==> src/rtl/slc3_pkg.sv <==
// Shared types and constants for the SLC-3 memory sequencer.
package slc3_pkg;

    // Sequencer states: an SRAM access walks IDLE -> SETUP -> ACCESS -> DONE.
    typedef enum logic [1:0] {
        IDLE   = 2'd0,
        SETUP  = 2'd1,
        ACCESS = 2'd2,
        DONE   = 2'd3
    } mem_state_t;

    // Single memory-mapped I/O word (switches on read, hex display on write).
    localparam logic [15:0] MMIO_ADDR = 16'hFFFF;

    // Default SRAM address width of the board.
    localparam int SRAM_AW_DEF = 20;

    // Wait counter width; enough for WAIT_STATES up to 15.
    localparam int CNT_W = 4;

endpackage

==> src/rtl/slc3_mem_sequencer.sv <==
// SLC-3 memory access sequencer.
// Accepts one request in IDLE, latches MAR/MDR/we, then drives the SRAM
// strobes for SETUP, WAIT_STATES ACCESS cycles and a DONE hold cycle, which
// also pulses ack. Read data is registered into Data_to_CPU.
// Optional feature: define SLC3_MMIO_EN to map address 16'hFFFF to the board
// I/O (SW on read, HEX_Reg on write) with a short IDLE -> DONE path and no
// SRAM strobes. Without it, 16'hFFFF is ordinary SRAM and HEX_Reg is 0.
// WAIT_STATES must lie in 1..15.
module slc3_mem_sequencer
    import slc3_pkg::*;
#(
    parameter int WAIT_STATES = 2,
    parameter int SRAM_AW     = SRAM_AW_DEF
) (
    input  logic               Clk,
    input  logic               Reset,
    input  logic [15:0]        MAR,
    input  logic [15:0]        MDR,
    input  logic               req,
    input  logic               we,
    output logic               ack,
    output logic               busy,
    output logic [15:0]        Data_to_CPU,
    output logic [SRAM_AW-1:0] ADDR,
    output logic               CE_N,
    output logic               OE_N,
    output logic               WE_N,
    output logic               UB_N,
    output logic               LB_N,
    output logic [15:0]        Data_to_SRAM,
    output logic               data_drive_en,
    input  logic [15:0]        Data_from_SRAM,
    input  logic [15:0]        SW,
    output logic [15:0]        HEX_Reg
);

    // ACCESS counts down from WAIT_STATES-1 to 0; the 0 cycle is the last one.
    localparam logic [CNT_W-1:0] CNT_INIT = CNT_W'(WAIT_STATES - 1);

    mem_state_t       state_q, state_d;
    logic [CNT_W-1:0] cnt_q, cnt_d;
    logic [15:0]      mar_q, mar_d;
    logic [15:0]      mdr_q, mdr_d;
    logic             we_q, we_d;
    logic             mmio_q, mmio_d;
    logic [15:0]      dout_q, dout_d;
`ifdef SLC3_MMIO_EN
    logic [15:0]      hex_q, hex_d;
`endif
    logic             sram_sel;

    // State, counter and latched request registers; reset aborts any access.
    always_ff @(posedge Clk or posedge Reset) begin
        if (Reset) begin
            state_q <= IDLE;
            cnt_q   <= '0;
            mar_q   <= '0;
            mdr_q   <= '0;
            we_q    <= 1'b0;
            mmio_q  <= 1'b0;
            dout_q  <= '0;
`ifdef SLC3_MMIO_EN
            hex_q   <= '0;
`endif
        end else begin
            state_q <= state_d;
            cnt_q   <= cnt_d;
            mar_q   <= mar_d;
            mdr_q   <= mdr_d;
            we_q    <= we_d;
            mmio_q  <= mmio_d;
            dout_q  <= dout_d;
`ifdef SLC3_MMIO_EN
            hex_q   <= hex_d;
`endif
        end
    end

    // Next-state, latch updates and SRAM strobe decode.
    always_comb begin
        state_d = state_q;
        cnt_d   = cnt_q;
        mar_d   = mar_q;
        mdr_d   = mdr_q;
        we_d    = we_q;
        mmio_d  = mmio_q;
        dout_d  = dout_q;
`ifdef SLC3_MMIO_EN
        hex_d   = hex_q;
`endif

        unique case (state_q)
            IDLE: begin
                if (req) begin
                    mar_d   = MAR;
                    mdr_d   = MDR;
                    we_d    = we;
                    mmio_d  = 1'b0;
                    state_d = SETUP;
`ifdef SLC3_MMIO_EN
                    // I/O completes at acceptance so the value is ready with ack.
                    if (MAR == MMIO_ADDR) begin
                        mmio_d  = 1'b1;
                        state_d = DONE;
                        if (we) hex_d  = MDR;
                        else    dout_d = SW;
                    end
`endif
                end
            end
            SETUP: begin
                cnt_d   = CNT_INIT;
                state_d = ACCESS;
            end
            ACCESS: begin
                if (cnt_q == '0) begin
                    state_d = DONE;
                    if (!we_q) dout_d = Data_from_SRAM;
                end else begin
                    cnt_d = cnt_q - 1'b1;
                end
            end
            DONE: begin
                // req is deliberately not sampled here; IDLE takes the next one.
                state_d = IDLE;
            end
            default: state_d = IDLE;
        endcase

        // CE_N and data drive span SETUP through DONE for setup/hold margin.
        sram_sel      = (state_q != IDLE) && !mmio_q;
        ack           = (state_q == DONE);
        busy          = (state_q != IDLE);
        CE_N          = !sram_sel;
        OE_N          = !((state_q == ACCESS) && !we_q);
        WE_N          = !((state_q == ACCESS) && we_q);
        UB_N          = !sram_sel;
        LB_N          = !sram_sel;
        data_drive_en = sram_sel && we_q;
    end

    assign ADDR         = SRAM_AW'(mar_q);
    assign Data_to_SRAM = mdr_q;
    assign Data_to_CPU  = dout_q;

`ifdef SLC3_MMIO_EN
    assign HEX_Reg = hex_q;
`else
    logic unused_sw;
    assign unused_sw = ^SW;
    assign HEX_Reg   = '0;
`endif

endmodule

==> config.mk <==
export PLATFORM = sky130hd
export DESIGN_NAME = slc3_mem_sequencer
export DESIGN_NICKNAME = d
export VERILOG_FILES = /design/src/rtl/slc3_pkg.sv /design/src/rtl/slc3_mem_sequencer.sv
export SDC_FILE = /design/constraint.sdc
export NUM_CORES = 1
export LEC_CHECK = 0
export BUFFER_PORTS_ARGS = -buffer_cell sky130_fd_sc_hd__buf_2
export CAP_MARGIN = 10
export CELL_PAD_IN_SITES_DETAIL_PLACEMENT = 2
export CELL_PAD_IN_SITES_GLOBAL_PLACEMENT = 2
export CORE_MARGIN = 8
export CORE_UTILIZATION = 26
export CTS_CLUSTER_SIZE = 14
export DETAILED_ROUTE_END_ITERATION = 10
export PLACE_DENSITY = 0.87
export SLEW_MARGIN = 20
export SYNTH_ARGS = -nofsm -noshare
export SYNTH_HDL_FRONTEND = slang
export SYNTH_SLANG_ARGS = --single-unit
==> constraint.sdc <==
create_clock -name Clk -period 2.4 [get_ports Clk]
set_clock_uncertainty 0.2 [all_clocks]
set_input_delay 0.24 -clock Clk [delete_from_list [all_inputs] [get_ports Clk]]
set_output_delay 0.24 -clock Clk [all_outputs]
set_load 0.005 [all_outputs]
Yosys cells after proc, flatten, opt, wreduce, memory -nomap -nowiden:

Cells that the tools add are included.

* $add $sub $neg: 1
* equality and inequality tests: 6
* mux-type cells: 5
* bitwise logic cells: 1
* reductions and logical operators: 15

Operators by type and width (count)
* one-hot mux 2 bit (4 select lines): 1
* one-hot mux 4 bit (2 select lines): 1
* inequality test 2 bit, second input constant: 3
* AND reduction 2 bit: 3
* == test 2 bit, second input constant: 2
* zero test 1 bit: 4
* zero test 4 bit: 1
* two-way mux 2 bit: 2
* two-way mux 4 bit: 1
* nonzero test 2 bit: 2
* subtractor 4 x 1 -> 4 bit, second input constant: 1
* logical AND 1 bit: 3
* AND reduction 3 bit: 1
* == test 2 x 1 -> 1 bit, second input constant: 1
* zero test 2 bit: 1
* inverter 1 bit: 1

* register bits after elaboration: 55
* input port bits: 68
* output and inout port bits: 76

Depth between registers and ports, before layout:

Gate-level depths: netlist (run 1).

* depth in word-level cells: 3
* mapped depth: 8
* depth with buffers taken out: 5

Worst setup path after synthesis (run 1):

No wires, ideal clock.

* path kind: register -> register
* start point: register state_q[0]
* end point: register dout_q[0] (netlist: Data_to_CPU[0])
* library setup time: 0.125 ns
* data arrival time: 1.672 ns
* path slack: 0.403 ns
* stages on the path, launching flop included: 9
* buffers on the path: 3
* cells stage by stage: dfrtp_1 -> inv_1 -> ha_1 -> buf_6 -> nand2b_4 -> or3_1 -> buf_6 -> buf_12 -> mux2_4

* longest elaborated chain between the ends: 2

Ends and longest elaborated chain
* from (decl): RTL line slc3_mem_sequencer.sv:40 `mem_state_t state_q, state_d;`
* from (signal assigned): RTL line slc3_mem_sequencer.sv:66 `state_q <= state_d;`
* == test 2 bit: RTL line slc3_mem_sequencer.sv:92 `unique case (state_q)`
* AND reduction 3 bit (no line)
* to (signal assigned): RTL line slc3_mem_sequencer.sv:72 `dout_q <= dout_d;`
* to (decl): RTL line slc3_mem_sequencer.sv:46 `logic [15:0] dout_q, dout_d;`

Every way passes these cells.
A chain may end at the register's enable or synchronous reset.

Worst setup path after layout (run 1):

* start point: register cnt_q[0]
* end point: register dout_q[3] (netlist: Data_to_CPU[3])

* longest elaborated chain between the ends: 2

Ends and longest elaborated chain
* from (decl): RTL line slc3_mem_sequencer.sv:41 `logic [CNT_W-1:0] cnt_q, cnt_d;`
* from (signal assigned): RTL line slc3_mem_sequencer.sv:67 `cnt_q <= cnt_d;`
* zero test 4 bit: RTL line slc3_mem_sequencer.sv:116 `if (cnt_q == '0) begin`
* AND reduction 3 bit (no line)

Every way passes these cells.

==> results_dict.tcl, run 1 <==
set metrics [dict create \
    grtUsageTotal 0.131 \
    status "finished, final reports clean" \
    die-area_sq_um 12800 \
    comb_power_share 0.456 \
    drive_gt1_frac 0.526 \
    cp.required_ns 2.39 \
    cp-start-kind "flop" \
    via_count 1856 \
    clockRootBuffer "clkbuf_8" \
    io_pins 144 \
    place_inst 384 \
    cts.path.max_buffers 2 \
    seq_area_frac_synth 0.562 \
    finalSetupViolations 0 \
    crit_start "cnt_q[0]" \
    drtIter0Drc 49 \
    p_seq_frac 0.409 \
    grt_pass1_wl_um 13100 \
    antenna_found_initial 1 \
    first_pass_iters 3 \
    leakagePower_uw 0.00181 \
    yosysWarnings 0 \
    wl_per_cell_um 18.6 \
    die_y_um 113 \
    netlist_instances 170 \
    p_per_area_nw_per_um2 1130 \
    finalCritPeriodShare 0.846 \
    hold_viol_final 0 \
    worst_slew_pin_slew_ns 0.627 \
    final_nets 403 \
    p_clk_frac 0.135 \
    layout_common_cells "buf_2, dfrtp_1, dlygate4sd3_1" \
    drc 0 \
    ir_drop_v 0.000321 \
    start_util 0.266 \
    layout_setup_ws_ns 0.369 \
    postCtsSetupBuffers 0 \
    worstHoldStart "req" \
    chipWidth_um 113 \
    placed_area_sq_um 3020 \
    cts_sinks 55 \
    hp-class "input pin to flop" \
    p_switching_uw 1390 \
    worst_skew_pair.late_latency_ns 0.30 \
    multi_input_area_sq_um 897 \
    synth_seq_cells 55 \
    path_class "flop to flop" \
    dp_hpwl_um 5310 \
    fillers 980 \
    setup_tns_ns 0 \
    swShare 0.339 \
    rows 35 \
    instances_no_fill 443 \
    rsz0062_at_grt "no" \
    fmax_ghz 0.492 \
    core_area_sq_um 9200 \
    place_congestion 0.697 \
    drt-total-wl_um 8240 \
    fin_area_sq_um 3630 \
    slew_headroom 0.581 \
    clk_pin_slew_ns 0.10 \
    synth_area_per_cell_sq_um 14.4 \
    antenna_left 0 \
    yosysUniqueCellTypes 24 \
    worstPathArrival_ns 2.03 \
    cts-buffers-inserted 5 \
    htree_levels 2 \
    viasPerCell 4.19 \
    grt_max_degree 31 \
    crit-reg2reg-launch "cnt_q[0]" \
    cp-end-kind "flop" \
    cap_viol_max_count 0 \
    cts_tree "built" \
    syn_to_final_growth_pct 48.2 \
    report.final.slew_viol_count 0 \
    netlist_area_sq_um 2450 \
    grt_pass1_vias 2307 \
    overflow 0 \
    port_buffers 107 \
    path_max_fanout 16 \
    finalCriticalPeriod_ns 2.03 \
    fin_util 0.394 \
    power.internal_uw 2710 \
    final-seq-area_sq_um 1380 \
    final_common_cell "buf_2" \
    dp_slack_ns 0.358 \
]
==> cell usage after synthesis, drive strengths merged <==
cell	count	area (sq um)
and2b	1	8.76
mux2i	1	10.0
o21ai	5	25.0
nor3	1	5.00
nand2	4	15.0
nand2b	2	27.5
nor2	2	7.51
o2bb2ai	1	8.76
nor2b	1	6.26
nor3b	1	7.51
conb	1	3.75
a21o	1	7.51
buf	28	219
ha	5	62.6
inv	7	26.3
o22ai	1	6.26
mux2	50	601
o22a	2	17.5
dfrtp	55	1380
or3	1	6.26
==> metrics by stage <==
| stage | hold WS (ns) | power, uW |
|---|---|---|
| 6_report | 0.167 | 4100 |
| 3_5_place_dp | 0.169 | 3490 |
| 3_3_place_gp | 0.136 | 3360 |
| 4_1_cts | 0.160 | 4140 |
| 2_1_floorplan | 0.189 | 2730 |
| 5_1_grt | 0.187 | 4400 |
==> flip-flops by register name, summed over array words and instances, names as in the netlist <==
| signal | flops |
|---|---|
| Data_to_SRAM | 16 |
| we_q | 1 |
| cnt_q | 4 |
| mar_q | 16 |
| Data_to_CPU | 16 |
| state_q | 2 |
==> per-layer routing <==
| metal | GRT usage | wire, um |
|---|---|---|
| met5 | 0 | 0 |
| met4 | 0.0293 | 74 |
| met3 | 0.0453 | 513 |
| met2 | 0.269 | 4860 |
| met1 | 0.117 | 2800 |
==> path summary, 6_finish.rpt <==
| check | endpoint | slack [ns] | cells past startpoint |
|---|---|---|---|
| max in group asynchronous | Data_to_CPU[14] | 1.03 | 4 |
| min | state_q[0] | 0.17 | 3 |
| max | Data_to_CPU[3] | 0.37 | 6 |
| min reg2reg | Data_to_SRAM[5] | 0.31 | 1 |
| max reg2reg | Data_to_CPU[3] | 0.37 | 6 |
| min in group asynchronous | Data_to_CPU[11] | 0.38 | 3 |
==> kinds of logic after synthesis <==
group	count (synthesis)	share of synthesized area
AOI/OAI and AO/OA	10	0.0266
adders and majority gates	5	0.0256
buffers and inverters	35	0.100
DFF	55	0.562
muxes	51	0.249
other	1	0.00153
and+or+nand+nor	13	0.0343
==> area by class of cell <==
class	instances	area share
well taps	111	0.0383
multi-input cells	99	0.247
diodes	1	0.000690
flip-flops and latches	55	0.380
clock inverters	2	0.00449
clock buffers	6	0.0228
repair buffers	162	0.300
inverters	7	0.00725
==> critical path, cell delays in order, from the launching register on <==
cell      delay, ns
dfrtp_1        0.43
inv_1          0.07
ha_1           0.25
nand2b_4       0.07
or3_1          0.35
buf_4          0.23
mux2_4         0.32
==> repair_timing <==
action,in CTS,in global routing
hold endpoints to repair,74,0
hold buffers,50,0
resized for setup,0,0
==> power by group through the flow <==
stage | sequential, uW | combinational, uW | clock (uW)
2_1_floorplan | 1690 | 1050 | 0
5_1_grt | 1730 | 2060 | 609
6_report | 1670 | 1870 | 555
3_5_place_dp | 1680 | 1810 | 0
3_3_place_gp | 1630 | 1730 | 0
4_1_cts | 1660 | 1880 | 596
No activity file was read; power rests on OpenSTA's default activity.
==> run 2: changes to the inputs <==
Clock period 2.4 ns to 1.9 ns, I/O delays scaled along.
==> run 2 against run 1 <==
Combinational power rose by 41%; critical path type unchanged; highest routed layer unchanged; first-iteration DRC count fell by 41%; global-route usage fell by 0.50 points; setup slack got worse by 0.33 ns; wire length fell by 2.3%; sequential share of layout area fell by 1.7 points.
==> results_dict.tcl, run 2 (same netlist as run 1, synthesis figures left out) <==
set metrics [dict create \
    status "finished, final reports clean" \
    drtIter0Drc 29 \
    grt_util_met2 0.253 \
    instances_no_fill 451 \
    path_buf_inv 2 \
    finalSetupViolations 0 \
    drt-total-wl_um 8050 \
    cts-buffers-inserted 5 \
    fillers 935 \
    cts_sinks 55 \
    hold_viol_final 0 \
    place_inst 389 \
    antenna_left 0 \
    placed_area_sq_um 3100 \
    clockRootBuffer "clkbuf_8" \
    antenna_found_initial 0 \
    finalCriticalPeriod_ns 1.87 \
    fmax_ghz 0.536 \
    die-area_sq_um 12800 \
    layout_common_cells "buf_2, dfrtp_1, dlygate4sd3_1" \
    viasPerCell 4.19 \
    htree_levels 2 \
    cp-start-kind "flop" \
    ir_drop_v 0.000459 \
    rsz0062_at_grt "yes" \
    drive_gt1_frac 0.559 \
    p_per_area_nw_per_um2 1460 \
    die_y_um 113 \
    r2r_cells 6 \
    place_congestion 0.701 \
    comb_power_share 0.475 \
    layout_setup_ws_ns 0.0347 \
    io_pins 144 \
    cts.path.max_buffers 2 \
    p_clk_frac 0.144 \
    first_pass_iters 4 \
    path_max_fanout 8 \
    path_class "flop to flop" \
    hold_depth 3 \
    cpLargestDelayFamily "simple AND/OR/NAND/NOR gates" \
    cp-end-kind "flop" \
    p_seq_frac 0.381 \
    grt_pass1_wl_um 12700 \
    grtUsageTotal 0.126 \
    grt.busiest_layer "met2" \
    rows 35 \
    worst_skew_pair.late_latency_ns 0.30 \
    final_common_cell "buf_2" \
    use_met3 0.0426 \
    syn_to_final_growth_pct 55.1 \
    final_nets 412 \
    min_to "state_q[0]" \
    hp-class "input pin to flop" \
    crit_path_max_incr_delay_ns 0.41 \
    swShare 0.328 \
    dp_slack_ns -0.0746 \
    crit-reg2reg-launch "state_q[0]" \
    core_area_sq_um 9200 \
    worstHoldStart "req" \
    cts_tree "built" \
    power.internal_uw 3720 \
    fin_area_sq_um 3790 \
    chipWidth_um 113 \
    path_cells "inv_2 > ha_4 > nand2b_4 > or3_4 > buf_12 > mux2_4" \
    use_met1 0.122 \
    leakagePower_uw 0.00190 \
    report.final.slew_viol_count 0 \
    start_util 0.266 \
    finalCritPeriodShare 0.982 \
    port_buffers 107 \
    diodes 0 \
    r2r_end "Data_to_CPU[4]" \
    worstPathArrival_ns 1.86 \
    overflow 0 \
    grt_pass1_vias 2302 \
    clk_pin_slew_ns 0.10 \
    cap_viol_max_count 0 \
    dp_hpwl_um 5490 \
    p_switching_uw 1810 \
    cp.required_ns 1.89 \
    wl_per_cell_um 17.8 \
    drc 0 \
    via_count 1890 \
    slowest_stage "dfrtp_1" \
    r2r_setup_slack_ns 0.03 \
    grt_max_degree 56 \
]
==> run 2: worst max-delay path by stage <==
| stage | depth (start not counted) | startpoint | slack, ns | to |
|---|---|---|---|---|
| after floorplan | 8 | state_q[0] | -0.1 | Data_to_CPU[0] |
| after global placement | 6 | cnt_q[0] | -0.03 | Data_to_CPU[2] |
| after detailed placement | 6 | cnt_q[0] | -0.07 | Data_to_CPU[0] |
| after CTS | 6 | state_q[0] | 0.0003 | Data_to_CPU[4] |
| after global routing | 6 | state_q[0] | -0.02 | Data_to_CPU[4] |
| final | 6 | state_q[0] | 0.03 | Data_to_CPU[4] |
==> run 2: area by class of cell <==
type | instances | area (sq um) | area share
clock buffers | 5 | 68.8 | 0.0181
clock inverters | 3 | 47.5 | 0.0125
inverters | 7 | 26.3 | 0.00692
multi-input cells | 99 | 927 | 0.244
flip-flops and latches | 55 | 1380 | 0.363
well taps | 111 | 139 | 0.0366
repair buffers | 171 | 1210 | 0.318
==> run 2: metrics by stage <==
step           total power, uW  hold slack [ns]  utilization  TNS [ns]
2_1_floorplan             3460            0.139            -    -0.968
3_5_place_dp              4570           0.0782        0.337    -0.926
4_1_cts                   5540           0.0821        0.407         0
3_3_place_gp              4370           0.0755        0.337    -0.226
5_1_grt                   5950            0.107        0.413   -0.0749
6_report                  5530            0.103        0.413         0
==> run 2: repair_timing <==
| action | 4_1_cts | 5_1_grt |
|---|---|---|
| endpoints found under the setup margin | 16 | 17 |
| cloned | 0 | 1 |
| hold buffers | 50 | 0 |
| resized for setup | 5 | 4 |
| setup buffers | 0 | 3 |
| pin swaps | 0 | 3 |
| endpoints found under the hold margin | 104 | 0 |
==> run 2: power by group through the flow <==
stage               Combinational (uW)  Sequential, uW  Clock (uW)
floorplan                         1330            2130           0
global placement                  2330            2040           0
detailed placement                2450            2110           0
CTS                               2590            2090         856
global route                      2890            2180         878
finish                            2630            2110         794
==> run 2: worst register-to-register path, cell delays in order (launching register included) <==
cell and delay [ns]:
dfrtp_1 0.41, inv_2 0.09, ha_4 0.15, nand2b_4 0.05
or3_4 0.40, buf_12 0.17, mux2_4 0.30
==> run 2: per-layer routing <==
metal  wire length, um  part of all wire
met5                 0                 0
met4                19            0.0024
met3               508             0.063
met2              4690              0.58
met1              2840              0.35
